### config.mk
export PLATFORM = sky130hd
export DESIGN_NAME = pipe_stage_reg
export DESIGN_NICKNAME = d
export VERILOG_FILES = /design/src/rtl/y86_pkg.sv /design/src/rtl/sat_counter.sv /design/src/rtl/pipe_stage_reg.sv
export SDC_FILE = /design/constraint.sdc
export NUM_CORES = 1
export LEC_CHECK = 0
export CAP_MARGIN = 0
export CORE_ASPECT_RATIO = 1.25
export CORE_UTILIZATION = 40
export CTS_CLUSTER_DIAMETER = 80
export DETAILED_ROUTE_END_ITERATION = 8
export PLACE_DENSITY = 0.76
export SLEW_MARGIN = 20
export SYNTH_ARGS = -nofsm -noshare
export SYNTH_HDL_FRONTEND = slang
export SYNTH_HIERARCHICAL = 1
export SYNTH_SLANG_ARGS = --single-unit
### constraint.sdc
create_clock -name clk -period 2.35 [get_ports clk]
set_clock_uncertainty 0.15 [all_clocks]
set_input_delay 0.235 -clock clk [delete_from_list [all_inputs] [get_ports clk]]
set_output_delay 0.235 -clock clk [all_outputs]
set_load 0.01 [all_outputs]
### src/rtl/y86_pkg.sv
// Shared Y86-64 pipeline constants: one-hot status codes, special icodes
// and the pipeline-stage state encoding.
package y86_pkg;

  localparam logic [3:0] STAT_AOK = 4'b1000;
  localparam logic [3:0] STAT_HLT = 4'b0100;
  localparam logic [3:0] STAT_ADR = 4'b0010;
  localparam logic [3:0] STAT_INS = 4'b0001;

  localparam logic [3:0] ICODE_HALT = 4'h0;
  localparam logic [3:0] ICODE_NOP  = 4'h1;

  localparam logic [0:0] ST_RUN    = 1'b0;
  localparam logic [0:0] ST_HALTED = 1'b1;

  // Anything other than exactly AOK (including multi-bit codes) is an exception.
  function automatic logic stat_is_exc(input logic [3:0] stat);
    return (stat != STAT_AOK);
  endfunction

endpackage

### src/rtl/sat_counter.sv
// Unsigned up-counter that sticks at all-ones; synchronous clear beats increment.
module sat_counter #(
  parameter int unsigned W = 16
) (
  input  logic         clk,
  input  logic         rst_n,
  input  logic         clr,
  input  logic         inc,
  output logic [W-1:0] count
);

  logic [W-1:0] count_q;
  logic [W-1:0] count_d;

  // Next-count selection: clear, saturating increment, or hold.
  always_comb begin
    count_d = count_q;
    if (clr) begin
      count_d = '0;
    end else if (inc && (count_q != {W{1'b1}})) begin
      count_d = count_q + W'(1);
    end else begin
      count_d = count_q;
    end
  end

  // Counter register.
  always_ff @(posedge clk or negedge rst_n) begin
    if (!rst_n) begin
      count_q <= '0;
    end else begin
      count_q <= count_d;
    end
  end

  assign count = count_q;

endmodule

### src/rtl/pipe_stage_reg.sv
// Y86-64 pipeline-stage register with stall/bubble control, halt freeze on a
// latched exception, a sticky control-error flag and stall/bubble counters.
module pipe_stage_reg
  import y86_pkg::*;
#(
  parameter int unsigned DATA_W      = 64,
  parameter int unsigned CNT_W       = 16,
  parameter logic [3:0]  NOP_ICODE   = ICODE_NOP,
  parameter bit          HALT_FREEZE = 1'b1
) (
  input  logic              clk,
  input  logic              rst_n,
  input  logic              stall,
  input  logic              bubble,
  input  logic              clr_cnt,
  input  logic              in_valid,
  input  logic [3:0]        in_stat,
  input  logic [3:0]        in_icode,
  input  logic [DATA_W-1:0] in_data,
  output logic              out_valid,
  output logic [3:0]        out_stat,
  output logic [3:0]        out_icode,
  output logic [DATA_W-1:0] out_data,
  output logic              halted,
  output logic              ctrl_err,
  output logic [CNT_W-1:0]  stall_cnt,
  output logic [CNT_W-1:0]  bubble_cnt
);

  logic [0:0]        state_q, state_d;
  logic              valid_q, valid_d;
  logic [3:0]        stat_q, stat_d;
  logic [3:0]        icode_q, icode_d;
  logic [DATA_W-1:0] data_q, data_d;
  logic              ctrl_err_q, ctrl_err_d;
  logic              stall_inc_s, bubble_inc_s;

  // Next-state and next-contents selection for the stage.
  always_comb begin
    state_d      = state_q;
    valid_d      = valid_q;
    stat_d       = stat_q;
    icode_d      = icode_q;
    data_d       = data_q;
    ctrl_err_d   = ctrl_err_q;
    stall_inc_s  = 1'b0;
    bubble_inc_s = 1'b0;
    case (state_q)
      ST_RUN: begin
        if (stall) begin
          stall_inc_s = 1'b1;
          ctrl_err_d  = ctrl_err_q | bubble;
        end else if (bubble) begin
          bubble_inc_s = 1'b1;
          valid_d      = 1'b0;
          stat_d       = STAT_AOK;
          icode_d      = NOP_ICODE;
          data_d       = '0;
        end else begin
          valid_d = in_valid;
          stat_d  = in_stat;
          icode_d = in_icode;
          data_d  = in_data;
          // Only a freshly loaded exception freezes; held entries were seen already.
          if (HALT_FREEZE && in_valid && stat_is_exc(in_stat)) begin
            state_d = ST_HALTED;
          end else begin
            state_d = ST_RUN;
          end
        end
      end
      ST_HALTED: begin
        state_d = ST_HALTED;
      end
      default: begin
        state_d = ST_RUN;
      end
    endcase
  end

  // Stage contents, state and sticky error flag.
  always_ff @(posedge clk or negedge rst_n) begin
    if (!rst_n) begin
      state_q    <= ST_RUN;
      valid_q    <= 1'b0;
      stat_q     <= STAT_AOK;
      icode_q    <= NOP_ICODE;
      data_q     <= '0;
      ctrl_err_q <= 1'b0;
    end else begin
      state_q    <= state_d;
      valid_q    <= valid_d;
      stat_q     <= stat_d;
      icode_q    <= icode_d;
      data_q     <= data_d;
      ctrl_err_q <= ctrl_err_d;
    end
  end

  sat_counter #(.W(CNT_W)) u_stall_cnt (
    .clk   (clk),
    .rst_n (rst_n),
    .clr   (clr_cnt),
    .inc   (stall_inc_s),
    .count (stall_cnt)
  );

  sat_counter #(.W(CNT_W)) u_bubble_cnt (
    .clk   (clk),
    .rst_n (rst_n),
    .clr   (clr_cnt),
    .inc   (bubble_inc_s),
    .count (bubble_cnt)
  );

  assign out_valid = valid_q;
  assign out_stat  = stat_q;
  assign out_icode = icode_q;
  assign out_data  = data_q;
  assign halted    = (state_q == ST_HALTED);
  assign ctrl_err  = ctrl_err_q;

endmodule

==> results.md, run 1 <==
* Critical Path Start Type: flip-flop
* Worst EP required at 2.47 ns
* Worst slew pin tran at 0.747 ns
* Leak at 2.96 nW
* Synth area leaders: dfrtp_1 51%, nand2b_1 8.6%, o21ai_0 7.6%, o21ai_1 7.2%, o31ai_1 2.2%
* Syn-to-layout area delta at 43.4%
* Num rows at 46
* DP Worst Slack at 0.0552 ns
* WHS at 0.190 ns
* Worst hold path class: in2reg
* Yosys warns at 6
* FF+latch area at 0.00268 mm²
* Crit end category: flip-flop
* Worst Hold End: u_bubble_cnt/count[1]
* Area after DPL at 0.00708 mm²
* Share of cells above drive strength 1 at 7.99%
* Clock-pin slew on the worst setup and hold paths at 0.07 ns
* I/O Pins at 185
* Vias per Instance at 5.46
* DR vias at 4748
* Synth unique cells at 36
* Worst EP arrival at 2.38 ns
* Pins Over Slew Limit at 0
* Detailed-route DRC error count at 0
* Total clock buffers created by CTS at 9
* Syn Inst Count at 530
* Hold Path Origin: bubble
* Clock Path Buffers at 2
* DIE AREA at 0.0134 mm²
* Area share of the largest cell type after synthesis at 50.7%
* Tot Pwr at 3.94 mW
* Slew HR at 50.2%
* Worst-path maximum fanout at 11
* Finished Cell Area at 0.00742 mm²
* Synthesis-stage register bit count at 107
* Cell Area, Synth at 0.00518 mm²
* Setup violators final at 0
* Cell taking the most area after synthesis: dfrtp_1
* Placeable Area at 0.0127 mm²
* Post CTS Setup Buffer Count at 0
* Final Hold Fails at 0
* R2R depth at 5
* Cell total after placement at 851
* CTS H-Tree Depth at 3
* Total grt overflow at 0
* Final Util at 58.6%
* First-pass GRT wire length at 23.4 mm
* CTS tree: built
* WL/cell at 16.6 µm
* Skew-Pair Late Insertion Delay at 0.35 ns
* RSZ-0062 raised after global routing: false
* DRT Pass-1 Iters at 4
* Origin of the critical flop-to-flop path: halted
* Min Tclk post-route at 2.25 ns
* Final WS setup at 0.0968 ns
* Critical path class: reg2reg
* Max VDD drop at 0.349 mV
* Post-synth net total at 610
* Initial antenna violation count at 0
* Post-synthesis sequential area ratio at 51.8%
* Root buffer cell: clkbuf_16
* F_max at 444 MHz
* RR Endpoint: u_bubble_cnt/count[3]
* CTS Sinks at 107
* Mean post-synth cell area at 9.77 µm²
* Starting DRT DRC Count at 275
* Multi-input logic area at 0.00224 mm²
* Overall routed net length at 14.4 mm
* Pin count of the biggest net entering global routing at 76
* Worst hold path cell count at 5
* Total track usage at 21.8%
* PwrDens at 531 mW/mm²
* Die X at 104 µm
* Port buffer count at 184
* Run status: complete, no violations
* Period utilization at 95.9%
* Max-Cap Viols at 0
* Non-Filler Instances at 869
* Routability cong. at 0.790
* NumNets Final at 776
* Setup TNS at 0 ns
* Fill cell count at 1096
* Inserted Diodes at 0
* Final ANT Viol Nets at 0
* Post-DP HPWL at 9.51 mm
* Die Span Y at 129 µm
* Vias in the first global route at 4631
* Initial core utilization at 40.9%
* R2R Setup Slk at 0.1 ns
where the power goes:
part           switching [mW]  internal, mW
Clock                   0.709         0.866
Sequential             0.0267          1.89
Combinational           0.192         0.254
Total                   0.927          3.01
critical path, cell delays in order, from the launching register on:
cell and delay, ns:
dfrtp_2 0.42, or2_2 0.33, nor2_4 0.20, clkinvlp_4 0.23
or4_2 0.68, a21oi_1 0.16
state kept, by name (all words and copies together) (netlist names):
| signal | count |
|---|---|
| out_data | 64 |
| u_stall_cnt/count | 16 |
| u_bubble_cnt/count | 16 |
| out_valid | 1 |
| out_icode | 4 |
| ctrl_err | 1 |
| out_stat | 4 |
| halted | 1 |
timing repair:
item,in CTS,in global routing
setup endpoints to repair,0,4
endpoints found under the hold margin,36,0
gates resized for setup,0,3
hold buffers,1,0
routing by layer:
metal  track usage (%)  vias to the layer above  part of all wire [%]
met5                 0                        -                     0
met4              8.66                        0                   2.0
met3              6.84                       18                   7.5
met2              36.4                      184                    49
met1              26.5                     2311                    41
li1                  -                     2235                     -
layout by cell type, fill, tap and decap left out, types with 2 or more instances in the layout:
master / count
mux2_1: 8
clkinvlp_4: 2
nand2b_1: 71
and3_1: 4
o31ai_1: 15
nor2_1: 10
nand4_2: 2
o21ai_0: 79
buf_2: 2
buf_4: 10
nand2_1: 12
ha_1: 2
nor4_4: 2
or3_2: 2
nor4_1: 8
nand3b_1: 2
dfstp_2: 2
nor2b_1: 9
dfrtp_1: 104
or4_1: 10
nor3_1: 2
clkdlybuf4s50_1: 181
clkinv_4: 3
a211oi_2: 2
nand3_1: 6
and4_2: 4
o21ai_1: 74
clkbuf_16: 9
or3_1: 4
nand4_1: 12
inv_1: 7
a21oi_1: 22
o211ai_2: 2
or4_2: 4
cells by family after synthesis:
family | count (synthesis) | share of synthesized area [%]
adders and majority gates | 2 | 0.483
DFF | 107 | 51.8
and+or+nand+nor | 167 | 20.6
buffers and inverters | 50 | 5.07
muxes | 8 | 1.74
AOI/OAI and AO/OA | 196 | 20.4
worst max-delay path by stage:
stage                                from                endpoint  slack [ns]  cells past startpoint
floorplan                          halted   u_bubble_cnt/count[3]        0.04                      8
global placement                   halted   u_bubble_cnt/count[3]        0.08                      5
detailed placement                 halted   u_bubble_cnt/count[3]        0.06                      5
CTS                                halted                  halted       0.004                      2
global route        u_bubble_cnt/count[0]  u_bubble_cnt/count[15]        0.02                      5
finish                             halted   u_bubble_cnt/count[3]         0.1                      5
cell type report:
class / count / area share [%]
repair inverters: 1 / 0.0674
repair buffers: 196 / 26.1
clock buffers: 10 / 3.22
flip-flops and latches: 107 / 36.1
well taps: 168 / 2.83
clock inverters: 6 / 0.978
multi-input cells: 373 / 30.2
inverters: 8 / 0.455
Yosys cell counts:
library cell,count
and3_1,4
o31ai_1,15
a211oi_2,2
and4_2,4
o211ai_2,2
o21ai_2,1
mux2_1,8
nand4_1,12
nor3_1,2
or4_2,4
nor4b_1,1
clkbuf_2,1
inv_1,8
buf_6,9
dfstp_2,2
a21oi_1,22
nand3_1,6
nand2b_1,71
dfrtp_1,105
nand3b_1,2
o21ai_0,79
nor2_1,11
or2_1,1
or3_1,4
buf_2,5
nor2b_1,9
nand4_2,2
a21o_1,1
clkbuf_1,27
nor4_4,2
or3_2,2
nor4_1,8
nand2_1,12
ha_1,2
or4_1,10
o21ai_1,74
No activity file was read; power rests on OpenSTA's default activity.
==> run 2: changes to the inputs <==
--- a/config.mk
+++ b/config.mk
@@ -6,7 +6,7 @@
 export NUM_CORES = 1
 export LEC_CHECK = 0
 export CAP_MARGIN = 0
-export CORE_ASPECT_RATIO = 1.25
+export CORE_ASPECT_RATIO = 1.75
 export CORE_UTILIZATION = 40
 export CTS_CLUSTER_DIAMETER = 80
 export DETAILED_ROUTE_END_ITERATION = 8
==> run 2 against run 1 <==
- final area hardly changed
- first-iteration DRC count is 5.1% higher
- sequential share of layout area is essentially flat
- sequential cell count unchanged
- hold slack got worse by 0.018 ns
- core utilization is 0.40 points higher
- critical path depth unchanged
- via count is 0.42% higher
- combinational power hardly changed
- die area grew 0.11%
- register-to-register slack better by 0.06 ns
- clock power fell by 4%
- critical endpoint unchanged
==> results.md, run 2 (synthesized netlist as in run 1, its figures left out) <==
* Run status: complete, no violations
* Net Sw Power at 0.884 mW
* R2R depth at 5
* Syn-to-layout area delta at 43.3%
* Min Tclk post-route at 2.20 ns
* Tot Pwr at 3.86 mW
* PwrDens at 521 mW/mm²
* Detailed-route DRC error count at 0
* Setup violators final at 0
* Crit-path cells: or2_2, nor2_2, inv_1, or4_2, a21oi_1
* WL/cell at 16.7 µm
* Initial core utilization at 41.2%
* Vias per Instance at 5.47
* Worst EP arrival at 2.31 ns
* Pin count of the biggest net entering global routing at 108
* CTS H-Tree Depth at 3
* Starting DRT DRC Count at 289
* Setup TNS at 0 ns
* Final Util at 59.0%
* Leak at 2.97 nW
* CTS Sinks at 107
* Final ANT Viol Nets at 0
* Total clock buffers created by CTS at 9
* Worst path max stage delay at 0.71 ns
* Origin of the critical flop-to-flop path: halted
* Port buffer count at 184
* Die Span Y at 153 µm
* Overall routed net length at 14.6 mm
* Final Hold Fails at 0
* Routability cong. at 0.914
* Worst slew pin tran at 0.737 ns
* Worst Hold End: halted
* Hold Path Origin: stall
* Total track usage at 22.5%
* Crit end category: flip-flop
* Crit-path slowest cell: or4_2
* Buf/Inv on CP at 1
* Post CTS Setup Buffer Count at 0
* Worst EP required at 2.46 ns
* Initial antenna violation count at 0
* DRT Pass-1 Iters at 5
* Max VDD drop at 0.316 mV
* First-pass GRT wire length at 23.5 mm
* Root buffer cell: clkbuf_16
* CTS tree: built
* R2R Setup Slk at 0.15 ns
* RR Endpoint: u_bubble_cnt/count[3]
* Final WS setup at 0.152 ns
* Flop pwr share at 49.8%
* Clock Path Buffers at 2
* Cts hold-fix bufs at 1
* P_int at 2.98 mW
* I/O Pins at 185
* F_max at 455 MHz
* Skew-Pair Late Insertion Delay at 0.34 ns
* Clock-pin slew on the worst setup and hold paths at 0.07 ns
* Max reg flops at 64
* Cell total after placement at 855
* Commonest non-fill, non-tap cell in the layout: clkdlybuf4s50_1
* Met1 Wirelength at 5.43 mm
* Max-Cap Viols at 0
* Logic pwr share at 11.5%
* DP Worst Slack at 0.178 ns
* Pins Over Slew Limit at 0
* DR vias at 4768
* Die X at 88 µm
* Commonest non-fill, non-tap cells in the layout: 181 x clkdlybuf4s50_1, 104 x dfrtp_1, 79 x o21ai_0
* NumNets Final at 779
* Share of cells above drive strength 1 at 8.10%
* Switching share of power at 22.9%
* Inserted Diodes at 0
* Worst-path maximum fanout at 19
* Met3 routed WL at 846 µm
* Worst hold path cell count at 3
* DR WL met2 at 7.70 mm
* Fill cell count at 1123
* Period utilization at 93.5%
* DIE AREA at 0.0134 mm²
* Critical Path Start Type: flip-flop
* # resized after CTS at 0
* Post-DP HPWL at 10.1 mm
* Top layer in use: met4
* Slew HR at 50.8%
* Placeable Area at 0.0126 mm²
* Num rows at 54
* Non-Filler Instances at 872
* Total grt overflow at 0
* Clk pwr share at 38.7%
* Largest delay share family, worst path: simple AND/OR/NAND/NOR gates
* Worst hold path class: in2reg
* Vias in the first global route at 4729
* Critical path class: reg2reg
* RSZ-0062 raised after global routing: false
-- run 2: cell count changes in the layout (fill, tap and decap cells not counted), sizes merged --
cell,before,now
buf,14,18
inv,8,9
clkinvlp,3,1
-- run 2: final cells by class --
cell class | count | area, µm² | area share (%)
clock inverters | 6 | 65.1 | 0.877
well taps | 168 | 210 | 2.83
clock buffers | 10 | 229 | 3.09
multi-input cells | 373 | 2240 | 30.2
inverters | 8 | 30.0 | 0.405
repair buffers | 200 | 1960 | 26.5
flip-flops and latches | 107 | 2680 | 36.2
-- run 2: routing by layer --
metal / global-route usage [%] / vias to the layer above
met5: 0 / -
met4: 12.2 / 0
met3: 4.28 / 34
met2: 38.3 / 173
met1: 25.9 / 2329
li1: - / 2232
-- run 2: per-stage QoR --
| stage | area [µm²] | hold slack, ns |
|---|---|---|
| CTS | 7420 | 0.161 |
| finish | 7420 | 0.172 |
| floorplan | 5180 | -0.211 |
| global route | 7420 | 0.178 |
| global placement | 7110 | 0.205 |
| detailed placement | 7110 | 0.209 |
-- run 2: how the worst max path moves through the flow --
stage,slack (ns),to,cells past startpoint,from
2_1_floorplan,0.04,u_bubble_cnt/count[3],8,halted
3_3_place_gp,0.23,u_bubble_cnt/count[3],5,halted
3_5_place_dp,0.18,u_bubble_cnt/count[3],5,halted
4_1_cts,0.16,u_bubble_cnt/count[15],5,u_bubble_cnt/count[0]
5_1_grt,0.02,u_bubble_cnt/count[3],5,halted
6_report,0.15,u_bubble_cnt/count[3],5,halted
-- run 2: worst register-to-register path, cell delays in order, from the launching register on --
cell and delay [ns]:
dfrtp_2 0.42, or2_2 0.31, nor2_2 0.11, inv_1 0.24
or4_2 0.71, a21oi_1 0.18
-- run 2: power by group through the flow --
stage | clock (mW) | combinational (mW) | sequential, mW
finish | 1.50 | 0.445 | 1.92
global route | 1.61 | 0.488 | 1.93
CTS | 1.53 | 0.453 | 1.92
detailed placement | 0 | 0.450 | 1.96
global placement | 0 | 0.443 | 1.95
floorplan | 0 | 0.118 | 1.97
==> run 3: changes to the inputs <==
--- a/config.mk
+++ b/config.mk
@@ -10,6 +10,7 @@
 export CORE_UTILIZATION = 40
 export CTS_CLUSTER_DIAMETER = 80
 export DETAILED_ROUTE_END_ITERATION = 8
+export GPL_TIMING_DRIVEN = 0
 export PLACE_DENSITY = 0.76
 export SLEW_MARGIN = 20
 export SYNTH_ARGS = -nofsm -noshare
==> run 3 against run 2 <==
- maximum frequency down 3.1%
- clock power decreased by 5%
- sequential cell count stayed put
- non-clock buffer count is 25 higher
- global-route usage increased by 0.95 points
- routed wire length grew 3.1%
- hold slack worse by 0.026 ns
- sequential power about the same
- critical path depth is 2 higher
- first-iteration DRC count down 29%
- die area did not move
- largest power group unchanged
==> results.md, run 3 (synthesized netlist as in run 1, its figures left out) <==
* Run status: complete, no violations
* Commonest non-fill, non-tap cell in the layout: clkdlybuf4s50_1
* F_max at 441 MHz
* DIE AREA at 0.0134 mm²
* Initial antenna violation count at 1
* Clock-pin slew on the worst setup and hold paths at 0.08 ns
* Max VDD drop at 0.418 mV
* Finished Cell Area at 0.00754 mm²
* DR vias at 4858
* CTS Sinks at 107
* Total grt overflow at 0
* Share of cells above drive strength 1 at 7.82%
* DRT Pass-1 Iters at 4
* Overall routed net length at 15.0 mm
* Critical path class: reg2reg
* WL/cell at 16.7 µm
* Setup TNS at 0 ns
* Worst EP arrival at 2.39 ns
* Port buffer count at 183
* Setup violators final at 0
* Final Hold Fails at 0
* Area after DPL at 0.00725 mm²
* Crit-path cells: or2_1, buf_6, buf_6, nor2_4, inv_2, or4_2, a21oi_1
* Period utilization at 96.5%
* Final WS setup at 0.0816 ns
* Die X at 88 µm
* Critical Path Start Type: flip-flop
* Tot Pwr at 3.80 mW
* NumNets Final at 804
* Root buffer cell: clkbuf_16
* Post-DP HPWL at 11.0 mm
* Slew HR at 61.8%
* Total clock buffers created by CTS at 9
* Clock Path Buffers at 2
* Initial core utilization at 41.2%
* Routability cong. at 0.843
* Non-Filler Instances at 898
* Detailed-route DRC error count at 0
* Num rows at 54
* Starting DRT DRC Count at 204
* Vias per Instance at 5.41
* Worst path max stage delay at 0.65 ns
* Cell total after placement at 882
* Final Util at 60.0%
* Crit end category: flip-flop
* Final ANT Viol Nets at 0
* Crit-path slowest cell: or4_2
* WHS at 0.146 ns
* Pins Over Slew Limit at 0
* Worst EP required at 2.48 ns
* Vias in the first global route at 4930
* Max-Cap Viols at 0
* Die Span Y at 153 µm
* Skew-Pair Late Insertion Delay at 0.35 ns
* CTS tree: built
* RSZ-0062 raised after global routing: true
* First-pass GRT wire length at 24.5 mm
* Commonest non-fill, non-tap cells in the layout: 182 x clkdlybuf4s50_1, 105 x dfrtp_1, 79 x o21ai_0
* I/O Pins at 185
* Worst hold path class: in2reg
* Crit path top cell by count: buf_6
* Leak at 3.01 nW
* PwrDens at 504 mW/mm²
* Syn-to-layout area delta at 45.7%
* Pin count of the biggest net entering global routing at 81
* Min Tclk post-route at 2.27 ns
* CTS H-Tree Depth at 3
* Worst slew pin tran at 0.569 ns
* Worst-path maximum fanout at 13
* Placeable Area at 0.0126 mm²
* DP Worst Slack at -0.510 ns
* Max reg flops at 64
* Total track usage at 23.4%
## run 3: cell count changes in the layout (fill, tap and decap cells not counted), sizes merged
cell and change:
clkdlybuf4s50 +1, buf -3, clkbuf +27, clkinvlp -1, clkinv +2, diode +1, bufinv -1
## run 3: critical path: cells and delay by family, from the launching register on
| kind | cells | cell delay (ns) |
|---|---|---|
| buf+inv | 3 | 0.43 |
| flops | 1 | 0.43 |
| compound gates | 1 | 0.15 |
| simple gates | 3 | 1.04 |
## run 3: layer usage
metal	GRT usage, %	wire, µm	vias up
met1	26.1	5890	2367
met3	5.47	827	33
met5	0	0	-
met2	40.6	7760	177
li1	-	-	2281
met4	11.8	552	0
## run 3: path summary, 6_finish.rpt
check | start | end | slack [ns] | cells past startpoint
min in group asynchronous | rst_n | u_bubble_cnt/count[12] | 0.18 | 2
worst min register to register | ctrl_err | ctrl_err | 0.32 | 1
worst max register to register | halted | u_bubble_cnt/count[3] | 0.08 | 7
max in group asynchronous | rst_n | out_data[33] | 1.18 | 3
worst max-delay path | halted | u_bubble_cnt/count[3] | 0.08 | 7
worst min-delay path | bubble | out_data[52] | 0.15 | 3
## run 3: layout make-up
class,count,area (µm²)
diodes,1,2.50
well taps,168,210
fillers,1132,5020
clock inverters,6,41.3
plain buffers,40,229
clock buffers,10,229
multi-input cells,373,2250
flip-flops and latches,107,2680
inverters,8,30.0
repair buffers,185,1870
## run 3: timing repair
action / CTS / global route
buffers inserted: 0 / 0
resized for setup: 3 / 4
endpoints found under the hold margin: 39 / 0
endpoints found under the setup margin: 16 / 15
hold buffers: 1 / 0
cloned: 0 / 0
## run 3: where the power goes
part	total [mW]	switching (mW)	internal (mW)	leakage (nW)
Clock	1.42	0.698	0.723	0.137
Sequential	1.92	0.0276	1.89	1.44
Combinational	0.459	0.198	0.261	1.43
